==> src/rtl/alu_exec_unit_if.sv <==
// Bus bundle for the execute-stage ALU/PC-adder block: operands in, registered results out.
// There is no handshake: every rising clk edge out of reset samples the inputs and updates the results.
interface alu_exec_unit_if #(
  parameter int WIDTH = 32
);
  logic [5:0]       alu_op;
  logic [WIDTH-1:0] a;
  logic [WIDTH-1:0] b;
  logic             cin;
  logic [WIDTH-1:0] pc;
  logic [WIDTH-1:0] imm32;

  logic [3:0]       alu_ctl;
  logic [WIDTH-1:0] alu_res;
  logic             zero;
  logic             ovf;
  logic             cout;
  logic [WIDTH-1:0] pc_plus4;
  logic [WIDTH-1:0] branch_target;

  modport master (
    output alu_op, a, b, cin, pc, imm32,
    input  alu_ctl, alu_res, zero, ovf, cout, pc_plus4, branch_target
  );

  modport slave (
    input  alu_op, a, b, cin, pc, imm32,
    output alu_ctl, alu_res, zero, ovf, cout, pc_plus4, branch_target
  );
endinterface

==> src/rtl/alu_exec_unit.sv <==
// Execute stage: ALU-control decode, MIPS ALU with flags, and PC+4 / branch-target adders.
// Everything is computed combinationally and registered once, giving a fixed one-cycle latency.
module alu_exec_unit #(
  parameter int WIDTH = 32
) (
  input  logic           clk,
  input  logic           reset,
  alu_exec_unit_if.slave bus
);
  localparam logic [3:0] CTL_AND  = 4'b0000;
  localparam logic [3:0] CTL_OR   = 4'b0001;
  localparam logic [3:0] CTL_ADD  = 4'b0010;
  localparam logic [3:0] CTL_XOR  = 4'b0011;
  localparam logic [3:0] CTL_SUB  = 4'b0110;
  localparam logic [3:0] CTL_SLT  = 4'b0111;
  localparam logic [3:0] CTL_SLTU = 4'b1000;
  localparam logic [3:0] CTL_NOR  = 4'b1100;
  localparam int         MSB      = WIDTH - 1;

  logic [3:0]       alu_ctl_d, alu_ctl_q;
  logic [WIDTH-1:0] alu_res_d, alu_res_q;
  logic             zero_d, zero_q;
  logic             ovf_d, ovf_q;
  logic             cout_d, cout_q;
  logic [WIDTH-1:0] pc_plus4_d, pc_plus4_q;
  logic [WIDTH-1:0] branch_target_d, branch_target_q;

  logic [WIDTH-1:0] b_op;
  logic             carry_in;
  logic [WIDTH:0]   sum;
  logic [WIDTH-1:0] offset;

  always_comb begin
    alu_ctl_d = CTL_ADD;
    case (bus.alu_op)
      6'h20, 6'h21: alu_ctl_d = CTL_ADD;
      6'h22, 6'h23: alu_ctl_d = CTL_SUB;
      6'h24:        alu_ctl_d = CTL_AND;
      6'h25:        alu_ctl_d = CTL_OR;
      6'h26:        alu_ctl_d = CTL_XOR;
      6'h27:        alu_ctl_d = CTL_NOR;
      6'h2A:        alu_ctl_d = CTL_SLT;
      6'h2B:        alu_ctl_d = CTL_SLTU;
      default:      alu_ctl_d = CTL_ADD;
    endcase
  end

  // One shared adder: SUB is a + ~b + 1, so the overflow test below covers both ADD and SUB.
  always_comb begin
    b_op      = (alu_ctl_d == CTL_SUB) ? ~bus.b : bus.b;
    carry_in  = (alu_ctl_d == CTL_SUB) ? 1'b1 : bus.cin;
    sum       = {1'b0, bus.a} + {1'b0, b_op} + {{WIDTH{1'b0}}, carry_in};
    alu_res_d = '0;
    ovf_d     = 1'b0;
    cout_d    = 1'b0;
    case (alu_ctl_d)
      CTL_AND:  alu_res_d = bus.a & bus.b;
      CTL_OR:   alu_res_d = bus.a | bus.b;
      CTL_XOR:  alu_res_d = bus.a ^ bus.b;
      CTL_NOR:  alu_res_d = ~(bus.a | bus.b);
      CTL_SLT:  alu_res_d = {{(WIDTH-1){1'b0}}, ($signed(bus.a) < $signed(bus.b))};
      CTL_SLTU: alu_res_d = {{(WIDTH-1){1'b0}}, (bus.a < bus.b)};
      default: begin
        alu_res_d = sum[WIDTH-1:0];
        cout_d    = sum[WIDTH];
        ovf_d     = (bus.a[MSB] == b_op[MSB]) && (sum[MSB] != bus.a[MSB]);
      end
    endcase
    zero_d = (alu_res_d == '0);
  end

  always_comb begin
    offset          = bus.imm32 << 2;
    pc_plus4_d      = bus.pc + WIDTH'(4);
    branch_target_d = pc_plus4_d + offset;
  end

  always_ff @(posedge clk) begin
    if (!reset) begin
      alu_ctl_q       <= '0;
      alu_res_q       <= '0;
      zero_q          <= 1'b0;
      ovf_q           <= 1'b0;
      cout_q          <= 1'b0;
      pc_plus4_q      <= '0;
      branch_target_q <= '0;
    end else begin
      alu_ctl_q       <= alu_ctl_d;
      alu_res_q       <= alu_res_d;
      zero_q          <= zero_d;
      ovf_q           <= ovf_d;
      cout_q          <= cout_d;
      pc_plus4_q      <= pc_plus4_d;
      branch_target_q <= branch_target_d;
    end
  end

  assign bus.alu_ctl       = alu_ctl_q;
  assign bus.alu_res       = alu_res_q;
  assign bus.zero          = zero_q;
  assign bus.ovf           = ovf_q;
  assign bus.cout          = cout_q;
  assign bus.pc_plus4      = pc_plus4_q;
  assign bus.branch_target = branch_target_q;
endmodule

==> src/flat_wrapper.sv <==
// flat-port wrapper written by rule: the top's interface ports become plain ports
module alu_exec_unit_flat 
#(
  parameter int WIDTH = 32
)
  (clk, reset, bus_alu_op, bus_a, bus_b, bus_cin, bus_pc, bus_imm32, bus_alu_ctl, bus_alu_res, bus_zero, bus_ovf, bus_cout, bus_pc_plus4, bus_branch_target);
  alu_exec_unit_if #(.WIDTH(WIDTH)) bus_i ();
  input  logic clk;
  input  logic reset;
  input wire logic [$bits(bus_i.alu_op)-1:0] bus_alu_op;
  input wire logic [$bits(bus_i.a)-1:0] bus_a;
  input wire logic [$bits(bus_i.b)-1:0] bus_b;
  input wire logic [$bits(bus_i.cin)-1:0] bus_cin;
  input wire logic [$bits(bus_i.pc)-1:0] bus_pc;
  input wire logic [$bits(bus_i.imm32)-1:0] bus_imm32;
  output wire logic [$bits(bus_i.alu_ctl)-1:0] bus_alu_ctl;
  output wire logic [$bits(bus_i.alu_res)-1:0] bus_alu_res;
  output wire logic [$bits(bus_i.zero)-1:0] bus_zero;
  output wire logic [$bits(bus_i.ovf)-1:0] bus_ovf;
  output wire logic [$bits(bus_i.cout)-1:0] bus_cout;
  output wire logic [$bits(bus_i.pc_plus4)-1:0] bus_pc_plus4;
  output wire logic [$bits(bus_i.branch_target)-1:0] bus_branch_target;
  assign bus_i.alu_op = bus_alu_op;
  assign bus_i.a = bus_a;
  assign bus_i.b = bus_b;
  assign bus_i.cin = bus_cin;
  assign bus_i.pc = bus_pc;
  assign bus_i.imm32 = bus_imm32;
  assign bus_alu_ctl = bus_i.alu_ctl;
  assign bus_alu_res = bus_i.alu_res;
  assign bus_zero = bus_i.zero;
  assign bus_ovf = bus_i.ovf;
  assign bus_cout = bus_i.cout;
  assign bus_pc_plus4 = bus_i.pc_plus4;
  assign bus_branch_target = bus_i.branch_target;
  alu_exec_unit #(.WIDTH(WIDTH)) u_core (.clk(clk), .reset(reset), .bus(bus_i));
endmodule
==> config.mk <==
export PLATFORM = sky130hd
export DESIGN_NAME = alu_exec_unit_flat
export DESIGN_NICKNAME = d
export VERILOG_FILES = /design/src/rtl/alu_exec_unit_if.sv /design/src/rtl/alu_exec_unit.sv /design/src/flat_wrapper.sv
export SDC_FILE = /design/constraint.sdc
export NUM_CORES = 1
export LEC_CHECK = 0
export BUFFER_PORTS_ARGS = -buffer_cell sky130_fd_sc_hd__buf_2
export CAP_MARGIN = 20
export CORE_MARGIN = 2
export CORE_UTILIZATION = 25
export CTS_CLUSTER_DIAMETER = 50
export DETAILED_ROUTE_END_ITERATION = 7
export PLACE_DENSITY = 0.45
export SLEW_MARGIN = 20
export SYNTH_ARGS = -nofsm -noshare
export SYNTH_HDL_FRONTEND = slang
export SYNTH_SLANG_ARGS = --single-unit
==> constraint.sdc <==
create_clock -name clk -period 5.6 [get_ports clk]
set_input_delay 0 -clock clk [delete_from_list [all_inputs] [get_ports clk]]
set_output_delay 0 -clock clk [all_outputs]
set_load 0.01 [all_outputs]
# [After elaboration in Yosys (flattened, before gate mapping)]
# Cells that the tools add are included.
[classes] addsub=4 order_cmp=2 eq_ne=16 muxes=4 bitwise=6 reduce_logical=5
[op_table] operator="$pmux W32 S6" n=1
[op_table] operator="$lt A32 B32 Y1" n=2
[op_table] operator="$not A32 Y32" n=2
[op_table] operator="$eq A6 B6 Y1 const B" n=8
[op_table] operator="$add A32 B32 Y33" n=1
[op_table] operator="$add A33 B1 Y33" n=1
[op_table] operator="$add A32 B3 Y32 const B" n=1
[op_table] operator="$add A32 B32 Y32" n=1
[op_table] operator="$and A32 B32 Y32" n=1
[op_table] operator="$logic_not A32 Y1" n=1
[op_table] operator="$mux W32" n=1
[op_table] operator="$or A32 B32 Y32" n=1
[op_table] operator="$xor A32 B32 Y32" n=1
[op_table] operator="$pmux W4 S7" n=1
[op_table] operator="$eq A4 B3 Y1 const B" n=2
[op_table] operator="$eq A4 B4 Y1 const B" n=2
[op_table] operator="$reduce_or A7 Y1" n=1
[op_table] operator="$eq A4 B1 Y1 const B" n=1
[op_table] operator="$eq A4 B2 Y1 const B" n=1
[op_table] operator="$logic_not A4 Y1" n=1
[op_table] operator="$reduce_or A2 Y1" n=1
[op_table] operator="$eq A1 B1 Y1" n=1
[op_table] operator="$logic_and A1 B1 Y1" n=1
[op_table] operator="$mux W1" n=1
[op_table] operator="2 further kinds" n=2
[word_totals] register_bits=103 in_bits=137 output_inout_bits=103

# [Logic depth before layout (Yosys ltp)]
[depth] depth_word=9 mapped_depth=22

# [Least setup slack after synthesis]
# Ideal clock, no wire load.
[synth_timing] path_type="in2reg" from="input bus_alu_op[1]" to="register u_core.zero_q (netlist: u_core.bus.zero)" setup_time_ns=0.061 t_arrival_ns=5.435 t_required_ns=5.539 slack_ns=0.104 path_stages=22 path_cell_list="buf_2 buf_2 buf_2 buf_2 buf_2 nand2_1 nor3_1 buf_2 xnor2_1 fa_1 fa_1 nor2b_1 o31ai_2 o31a_2 a21oi_4 nand4_1 a41o_1 a2111oi_2 nand3_1 or4_1 nor4_1 and4_1"
[synth_between] elab_chain_cells=9 elab_cells_between_ends=23
[synth_lines] element="start, declared" line_no="flat_wrapper.sv:10" text="input wire logic [$bits(bus_i.alu_op)-1:0] bus_alu_op;"
[synth_lines] element="$eq A6 B6 Y1" line_no="alu_exec_unit.sv:35" text="case (bus.alu_op)"
[synth_lines] element="$reduce_or A2 Y1" line_no="alu_exec_unit.sv:35"
[synth_lines] element="$pmux W4 S7 *" line_no="alu_exec_unit.sv:35"
[synth_lines] element="$eq A4 B3 Y1" line_no="alu_exec_unit.sv:50, alu_exec_unit.sv:51"
[synth_lines] element="$mux W32" line_no="alu_exec_unit.sv:50" text="b_op = (alu_ctl_d == CTL_SUB) ? ~bus.b : bus.b;"
[synth_lines] element="$add A32 B32 Y33" line_no="alu_exec_unit.sv:52" text="sum = {1'b0, bus.a} + {1'b0, b_op} + {{WIDTH{1'b0}}, carry_in};"
[synth_lines] element="$add A33 B1 Y33" line_no="alu_exec_unit.sv:52"
[synth_lines] element="$pmux W32 S6 *" line_no="alu_exec_unit.sv:56" text="case (alu_ctl_d)"
[synth_lines] element="$logic_not A32 Y1 *" line_no="alu_exec_unit.sv:69" text="zero_d = (alu_res_d == '0);"
[synth_lines] element="end signal, assigned" line_no="alu_exec_unit.sv:90" text="zero_q <= zero_d;"
[synth_lines] element="end, declared" line_no="alu_exec_unit.sv:22" text="logic zero_d, zero_q;"
# Every way passes the cells marked *; elsewhere a longest branch is shown, timed or not.
# A chain may end at the register's enable or synchronous reset.

# [Worst setup path after layout]
[layout_timing] from="input bus_alu_op[2]" to="register u_core.zero_q (netlist: u_core.bus.zero)"
# Same word-level chain as after synthesis.

==> impl_results.html <==
<table>
<tr><th>Metric</th><th>Value</th></tr>
<tr><th colspan="2">Worst setup path</th></tr>
<tr><td>Startpoint Class</td><td>primary input</td></tr>
<tr><td>Critical path start-end classification</td><td>primary input to register</td></tr>
<tr><td>Data arrival time of the critical path</td><td>between 5000 and 6000 ps</td></tr>
<tr><td>Critical path depth</td><td>18</td></tr>
<tr><td>CP max-delay cell</td><td>sky130_fd_sc_hd__dlygate4sd3_1</td></tr>
<tr><td>CP top delay family</td><td>simple AND/OR/NAND/NOR gates</td></tr>
<tr><td>Biggest fanout along the worst timing path</td><td>16</td></tr>
<tr><td>CP Capture Type</td><td>register</td></tr>
<tr><td>Data required time at the worst endpoint</td><td>a little under 6000 ps</td></tr>
<tr><td>CP bufs+invs</td><td>4</td></tr>
<tr><td>Crit path largest cell delay</td><td>560 ps</td></tr>
<tr><td>Crit path cell chain</td><td>dlygate4sd3_1 -&gt; buf_2 -&gt; nor3_2 -&gt; buf_4 -&gt; xnor2_1 -&gt; inv_1 -&gt; fa_1 -&gt; nor2b_1 -&gt; o31ai_2 -&gt; o31a_2 -&gt; a21oi_4 -&gt; nand4_1 -&gt; a41o_1 -&gt; a2111oi_2 -&gt; nand3_1 -&gt; or4_1 -&gt; nor4_1 -&gt; and4_1</td></tr>
<tr><th colspan="2">STA</th></tr>
<tr><td>Time the worst path needs with I/O delays and setup</td><td>4784 ps</td></tr>
<tr><td>Setup repair after global routing missed its margin</td><td>false</td></tr>
<tr><td>Slew Viols, Final</td><td>0</td></tr>
<tr><td>Total of endpoints with negative setup slack in the final report</td><td>0</td></tr>
<tr><td>Achievable clock frequency</td><td>approximately 210 MHz</td></tr>
<tr><td>Total Neg Setup Slack</td><td>0 ps</td></tr>
<tr><td>Number of endpoints with negative hold slack in the final report</td><td>0</td></tr>
<tr><td>Portion of the clock cycle consumed by the worst path in the final layout</td><td>0.8542</td></tr>
<tr><td>Slew Limit Headroom</td><td>0.4358</td></tr>
<tr><td>Slew at the pin closest to its max-slew limit</td><td>approximately 840 ps</td></tr>
<tr><th colspan="2">Detailed routing</th></tr>
<tr><td># DRC</td><td>0</td></tr>
<tr><td>Antenna-violating nets left</td><td>0</td></tr>
<tr><td>Iteration-0 DRC count of the detailed router</td><td>about 350</td></tr>
<tr><td>Total via count after detailed routing</td><td>8758</td></tr>
<tr><td>Post-DR vias/cell</td><td>~4.6</td></tr>
<tr><td>Drt total wl</td><td>between 30000 and 40000 µm</td></tr>
<tr><td>Average wire length per cell after detail routing</td><td>between 15 and 20 µm</td></tr>
<tr><td>Count of TritonRoute iterations in the first routing pass</td><td>5</td></tr>
<tr><th colspan="2">Global route</th></tr>
<tr><td>M3 GR Usage</td><td>0.03125</td></tr>
<tr><td>Largest net degree at the start of global routing</td><td>between 50 and 60</td></tr>
<tr><td>Met2 Use GR</td><td>0.2667</td></tr>
<tr><td>Busiest metal layer after global routing</td><td>met2</td></tr>
<tr><td>Number of antenna violations at the first check in global routing</td><td>2</td></tr>
<tr><td>Wire length of the first global-routing pass</td><td>between 40000 and 50000 µm</td></tr>
<tr><td>Number of global-route vias before repair</td><td>roughly 8600</td></tr>
<tr><td>Overall fraction of global-route tracks in use</td><td>0.1558</td></tr>
<tr><td>Global routing met1 resource utilization</td><td>0.1975</td></tr>
<tr><td>Overflow after GRT</td><td>0</td></tr>
<tr><th colspan="2">Finish</th></tr>
<tr><td>Signed area change from the synthesized netlist to the final layout</td><td>22.94%</td></tr>
<tr><td>Antenna diode instance count</td><td>0</td></tr>
<tr><td>Final core utilization</td><td>0.3128</td></tr>
<tr><td>Combined flip-flop and latch cell area</td><td>roughly 2000 µm²</td></tr>
<tr><td>Total number of nets in the final design</td><td>~1700</td></tr>
<tr><td>Layout cell share with drive strength beyond 1</td><td>0.2027</td></tr>
<tr><td>Multi-input gate area</td><td>around 7100 µm²</td></tr>
<tr><td>Final Instance Area</td><td>between 10000 and 15000 µm²</td></tr>
<tr><td>Final cell count without fillers</td><td>about 1900</td></tr>
<tr><td>Fill cell total of the finished layout</td><td>slightly above 4000</td></tr>
<tr><th colspan="2">Floorplan</th></tr>
<tr><td>Boundary pin count</td><td>240</td></tr>
<tr><td>Area of the die</td><td>between 40000 and 50000 µm²</td></tr>
<tr><td>Core Box Area</td><td>between 30000 and 40000 µm²</td></tr>
<tr><td>Die span in x</td><td>~200 µm</td></tr>
<tr><td>Initial Utilization</td><td>0.2544</td></tr>
<tr><td>Vert. Die Dim</td><td>around 200 µm</td></tr>
<tr><td>Core Rows</td><td>between 70 and 80</td></tr>
<tr><th colspan="2">Synth</th></tr>
<tr><td>Cells after synthesis</td><td>about 1200</td></tr>
<tr><td>Post-Synthesis Mean Instance Area</td><td>8.295 µm²</td></tr>
<tr><td>Unique masters post-synth</td><td>between 60 and 70</td></tr>
<tr><td>Share of the synthesized area in the top cell type</td><td>0.2105</td></tr>
<tr><td>Async set or reset register ratio after synthesis</td><td>0</td></tr>
<tr><td>Post-synth top flop</td><td>sky130_fd_sc_hd__dfxtp_1</td></tr>
<tr><td>Post-synth net total</td><td>~1500</td></tr>
<tr><td>Synth Cell Area</td><td>just under 10000 µm²</td></tr>
<tr><td>Dominant cells by area after synthesis</td><td>sky130_fd_sc_hd__dfxtp_1 21%, sky130_fd_sc_hd__ha_1 20%, sky130_fd_sc_hd__xnor2_1 8.5%, sky130_fd_sc_hd__and2_1 4.7%, sky130_fd_sc_hd__xor2_1 4.3%</td></tr>
<tr><td>Largest area contributor in the netlist</td><td>sky130_fd_sc_hd__dfxtp_1</td></tr>
<tr><td>Post-synthesis sequential element count</td><td>101</td></tr>
<tr><td>Number of warning messages in the yosys log</td><td>0</td></tr>
<tr><td>Fraction of the yosys area taken by sequential cells</td><td>0.2105</td></tr>
<tr><td>Number of enable-type register cells in the synthesized netlist</td><td>0</td></tr>
<tr><th colspan="2">Hold path</th></tr>
<tr><td>Hold/Removal Path Class</td><td>primary input to register</td></tr>
<tr><td>Hold EP</td><td>u_core.bus.branch_target[3]$_SDFF_PN0_</td></tr>
<tr><td>Worst hold path startpoint</td><td>bus_imm32[1]</td></tr>
<tr><td>Number of cells on the worst hold path</td><td>3</td></tr>
<tr><th colspan="2">Power and ir drop</th></tr>
<tr><td>Relative contribution of the clock network to total power</td><td>0.275</td></tr>
<tr><td>Internal cell power</td><td>between 1.5 and 2 mW</td></tr>
<tr><td>Leakage power</td><td>around 5.7 nW</td></tr>
<tr><td>Highest ir drop seen on vdd</td><td>0.1369 mV</td></tr>
<tr><td>Cell area power density</td><td>between 200 and 250 nW/µm²</td></tr>
<tr><td>Net Sw Frac</td><td>0.3688</td></tr>
<tr><td>Share of total power in combinational logic</td><td>0.396</td></tr>
<tr><td>Switching pwr</td><td>roughly 0.92 mW</td></tr>
<tr><td>Proportion of power drawn by flip-flops and latches</td><td>0.329</td></tr>
<tr><td>Pwr Total</td><td>2.493 mW</td></tr>
<tr><th colspan="2">Job</th></tr>
<tr><td>Maxcap violations</td><td>0</td></tr>
<tr><th colspan="2">Placement</th></tr>
<tr><td>Area after detailed placement</td><td>~11000 µm²</td></tr>
<tr><td>Number of port buffers</td><td>~240</td></tr>
<tr><td>RePlAce Congestion</td><td>about 0.87</td></tr>
<tr><td>Cells after DPL</td><td>approximately 1900</td></tr>
<tr><td>DP Wirelength</td><td>roughly 26000 µm</td></tr>
<tr><th colspan="2">CTS</th></tr>
<tr><td>Clock Path Buffers</td><td>2</td></tr>
<tr><td>CTS H-tree depth</td><td>3</td></tr>
<tr><td>Clock tree from TritonCTS</td><td>yes</td></tr>
<tr><td>Number of sinks on the clock net</td><td>around 100</td></tr>
<tr><td>Clk slew on worst S/H paths</td><td>around 70 ps</td></tr>
<tr><td>TritonCTS Buffers</td><td>9</td></tr>
<tr><td>CTS Root Buffer Type</td><td>sky130_fd_sc_hd__clkbuf_16</td></tr>
<tr><th colspan="2">Run status</th></tr>
<tr><td>Result of the run</td><td>completed</td></tr>
</table>
## through the flow
stage / hold slack, ps / setup WS (ps)
global route: 28.62 / 597.2
CTS: 9.549 / 863.6
detailed placement: 214.9 / 671.5
finish: 22.02 / 816.4
floorplan: 71.61 / 104.2
global placement: 206.8 / 684.6
## synth_stat cells, types with 11 or more instances
| master | instances |
|---|---|
| sky130_fd_sc_hd__and2_1 | 72 |
| sky130_fd_sc_hd__a21oi_1 | 75 |
| sky130_fd_sc_hd__buf_2 | 11 |
| sky130_fd_sc_hd__o21ai_0 | 43 |
| sky130_fd_sc_hd__nand4_1 | 11 |
| sky130_fd_sc_hd__inv_1 | 93 |
| sky130_fd_sc_hd__nand3_1 | 27 |
| sky130_fd_sc_hd__a21o_1 | 20 |
| sky130_fd_sc_hd__nor3_1 | 13 |
| sky130_fd_sc_hd__dfxtp_1 | 101 |
| sky130_fd_sc_hd__a22oi_1 | 11 |
| sky130_fd_sc_hd__clkbuf_1 | 26 |
| sky130_fd_sc_hd__a211oi_1 | 24 |
| sky130_fd_sc_hd__nand2_1 | 57 |
| sky130_fd_sc_hd__nor2_1 | 53 |
| sky130_fd_sc_hd__xnor2_1 | 93 |
| sky130_fd_sc_hd__mux2i_1 | 26 |
| sky130_fd_sc_hd__and3_1 | 15 |
| sky130_fd_sc_hd__xor2_1 | 47 |
| sky130_fd_sc_hd__nor2b_1 | 42 |
| sky130_fd_sc_hd__ha_1 | 157 |
## kinds of logic after synthesis
| group | after synthesis | synth area share |
|---|---|---|
| buf+inv | 136 | 0.05575 |
| simple gates | 328 | 0.1834 |
| xor+xnor | 140 | 0.1277 |
| mux | 31 | 0.03296 |
| fa+ha+maj | 160 | 0.2108 |
| flops | 101 | 0.2105 |
| compound gates | 262 | 0.1790 |
## cell type report
type,count,share of cell area
clock buffers,10,0.01939
clock inverters,6,0.005828
inverters,93,0.02956
multi-input cells,921,0.5982
flip-flops and latches,101,0.1712
well taps,511,0.05414
repair buffers,265,0.1216
## worst max path at each step
stage,startpoint,endpoint,slack (ps)
3_5_place_dp,bus_alu_op[4],u_core.bus.zero$_SDFF_PN0_,670
6_report,bus_alu_op[2],u_core.bus.zero$_SDFF_PN0_,820
3_3_place_gp,bus_alu_op[4],u_core.bus.zero$_SDFF_PN0_,680
2_1_floorplan,bus_alu_op[1],u_core.bus.zero$_SDFF_PN0_,100
4_1_cts,bus_alu_op[2],u_core.bus.zero$_SDFF_PN0_,860
5_1_grt,bus_alu_op[3],u_core.bus.zero$_SDFF_PN0_,600
## flip-flops by register name, summed over array words and instances (netlist names)
register / cells
u_core.bus.alu_ctl: 4
u_core.bus.alu_res: 32
u_core.bus.branch_target: 32
u_core.bus.cout: 1
u_core.bus.ovf: 1
u_core.bus.pc_plus4: 30
u_core.bus.zero: 1
## power by group through the flow
stage               combinational (mW)  clock, mW  sequential [mW]
floorplan                        0.600          0            0.880
global placement                 0.980          0            0.837
detailed placement               0.984          0            0.838
CTS                              0.998      0.712            0.822
global route                      1.10      0.737            0.828
finish                           0.988      0.685            0.821
## what timing repair did
| action | 4_1_cts | 5_1_grt |
|---|---|---|
| gates resized for setup | 0 | 0 |
| hold endpoints to repair | 15 | 0 |
| buffers inserted | 0 | 0 |
| hold buffers | 15 | 0 |
## cell usage in the layout, fill, tap and decap left out, types with 6 or more instances in the layout
cell type                       Yosys  final
sky130_fd_sc_hd__clkbuf_16          0      9
sky130_fd_sc_hd__nand2_1           57     57
sky130_fd_sc_hd__or3_1              7      7
sky130_fd_sc_hd__a21o_1            20     20
sky130_fd_sc_hd__nor2_1            53     53
sky130_fd_sc_hd__nand3_1           27     27
sky130_fd_sc_hd__xnor2_1           93     93
sky130_fd_sc_hd__xor2_1            47     47
sky130_fd_sc_hd__o31ai_1            6      6
sky130_fd_sc_hd__o21ai_0           43     43
sky130_fd_sc_hd__dfxtp_1          101    101
sky130_fd_sc_hd__a21oi_1           75     75
sky130_fd_sc_hd__o211ai_1           7      7
sky130_fd_sc_hd__nor2b_1           42     42
sky130_fd_sc_hd__mux2i_1           26     26
sky130_fd_sc_hd__o21a_1            10     10
sky130_fd_sc_hd__nor3_1            13     12
sky130_fd_sc_hd__inv_1             93     93
sky130_fd_sc_hd__ha_1             157    157
sky130_fd_sc_hd__nand4_1           11     11
sky130_fd_sc_hd__a22oi_1           11     11
sky130_fd_sc_hd__buf_2             11    236
sky130_fd_sc_hd__o21bai_1           8      8
sky130_fd_sc_hd__dlygate4sd3_1      0     15
sky130_fd_sc_hd__nor4_1             7      7
sky130_fd_sc_hd__buf_4              3     14
sky130_fd_sc_hd__and3_1            15     15
sky130_fd_sc_hd__and2_1            72     72
sky130_fd_sc_hd__a31oi_1            9      9
sky130_fd_sc_hd__o22ai_1            8      8
sky130_fd_sc_hd__a211oi_1          24     24
## layer usage
layer	wire length, µm	part of all wire
met1	14560	0.46
met2	14590	0.46
met3	1786	0.057
met4	530	0.017
met5	26	0.00083
Power figures use the tool's default switching activity.
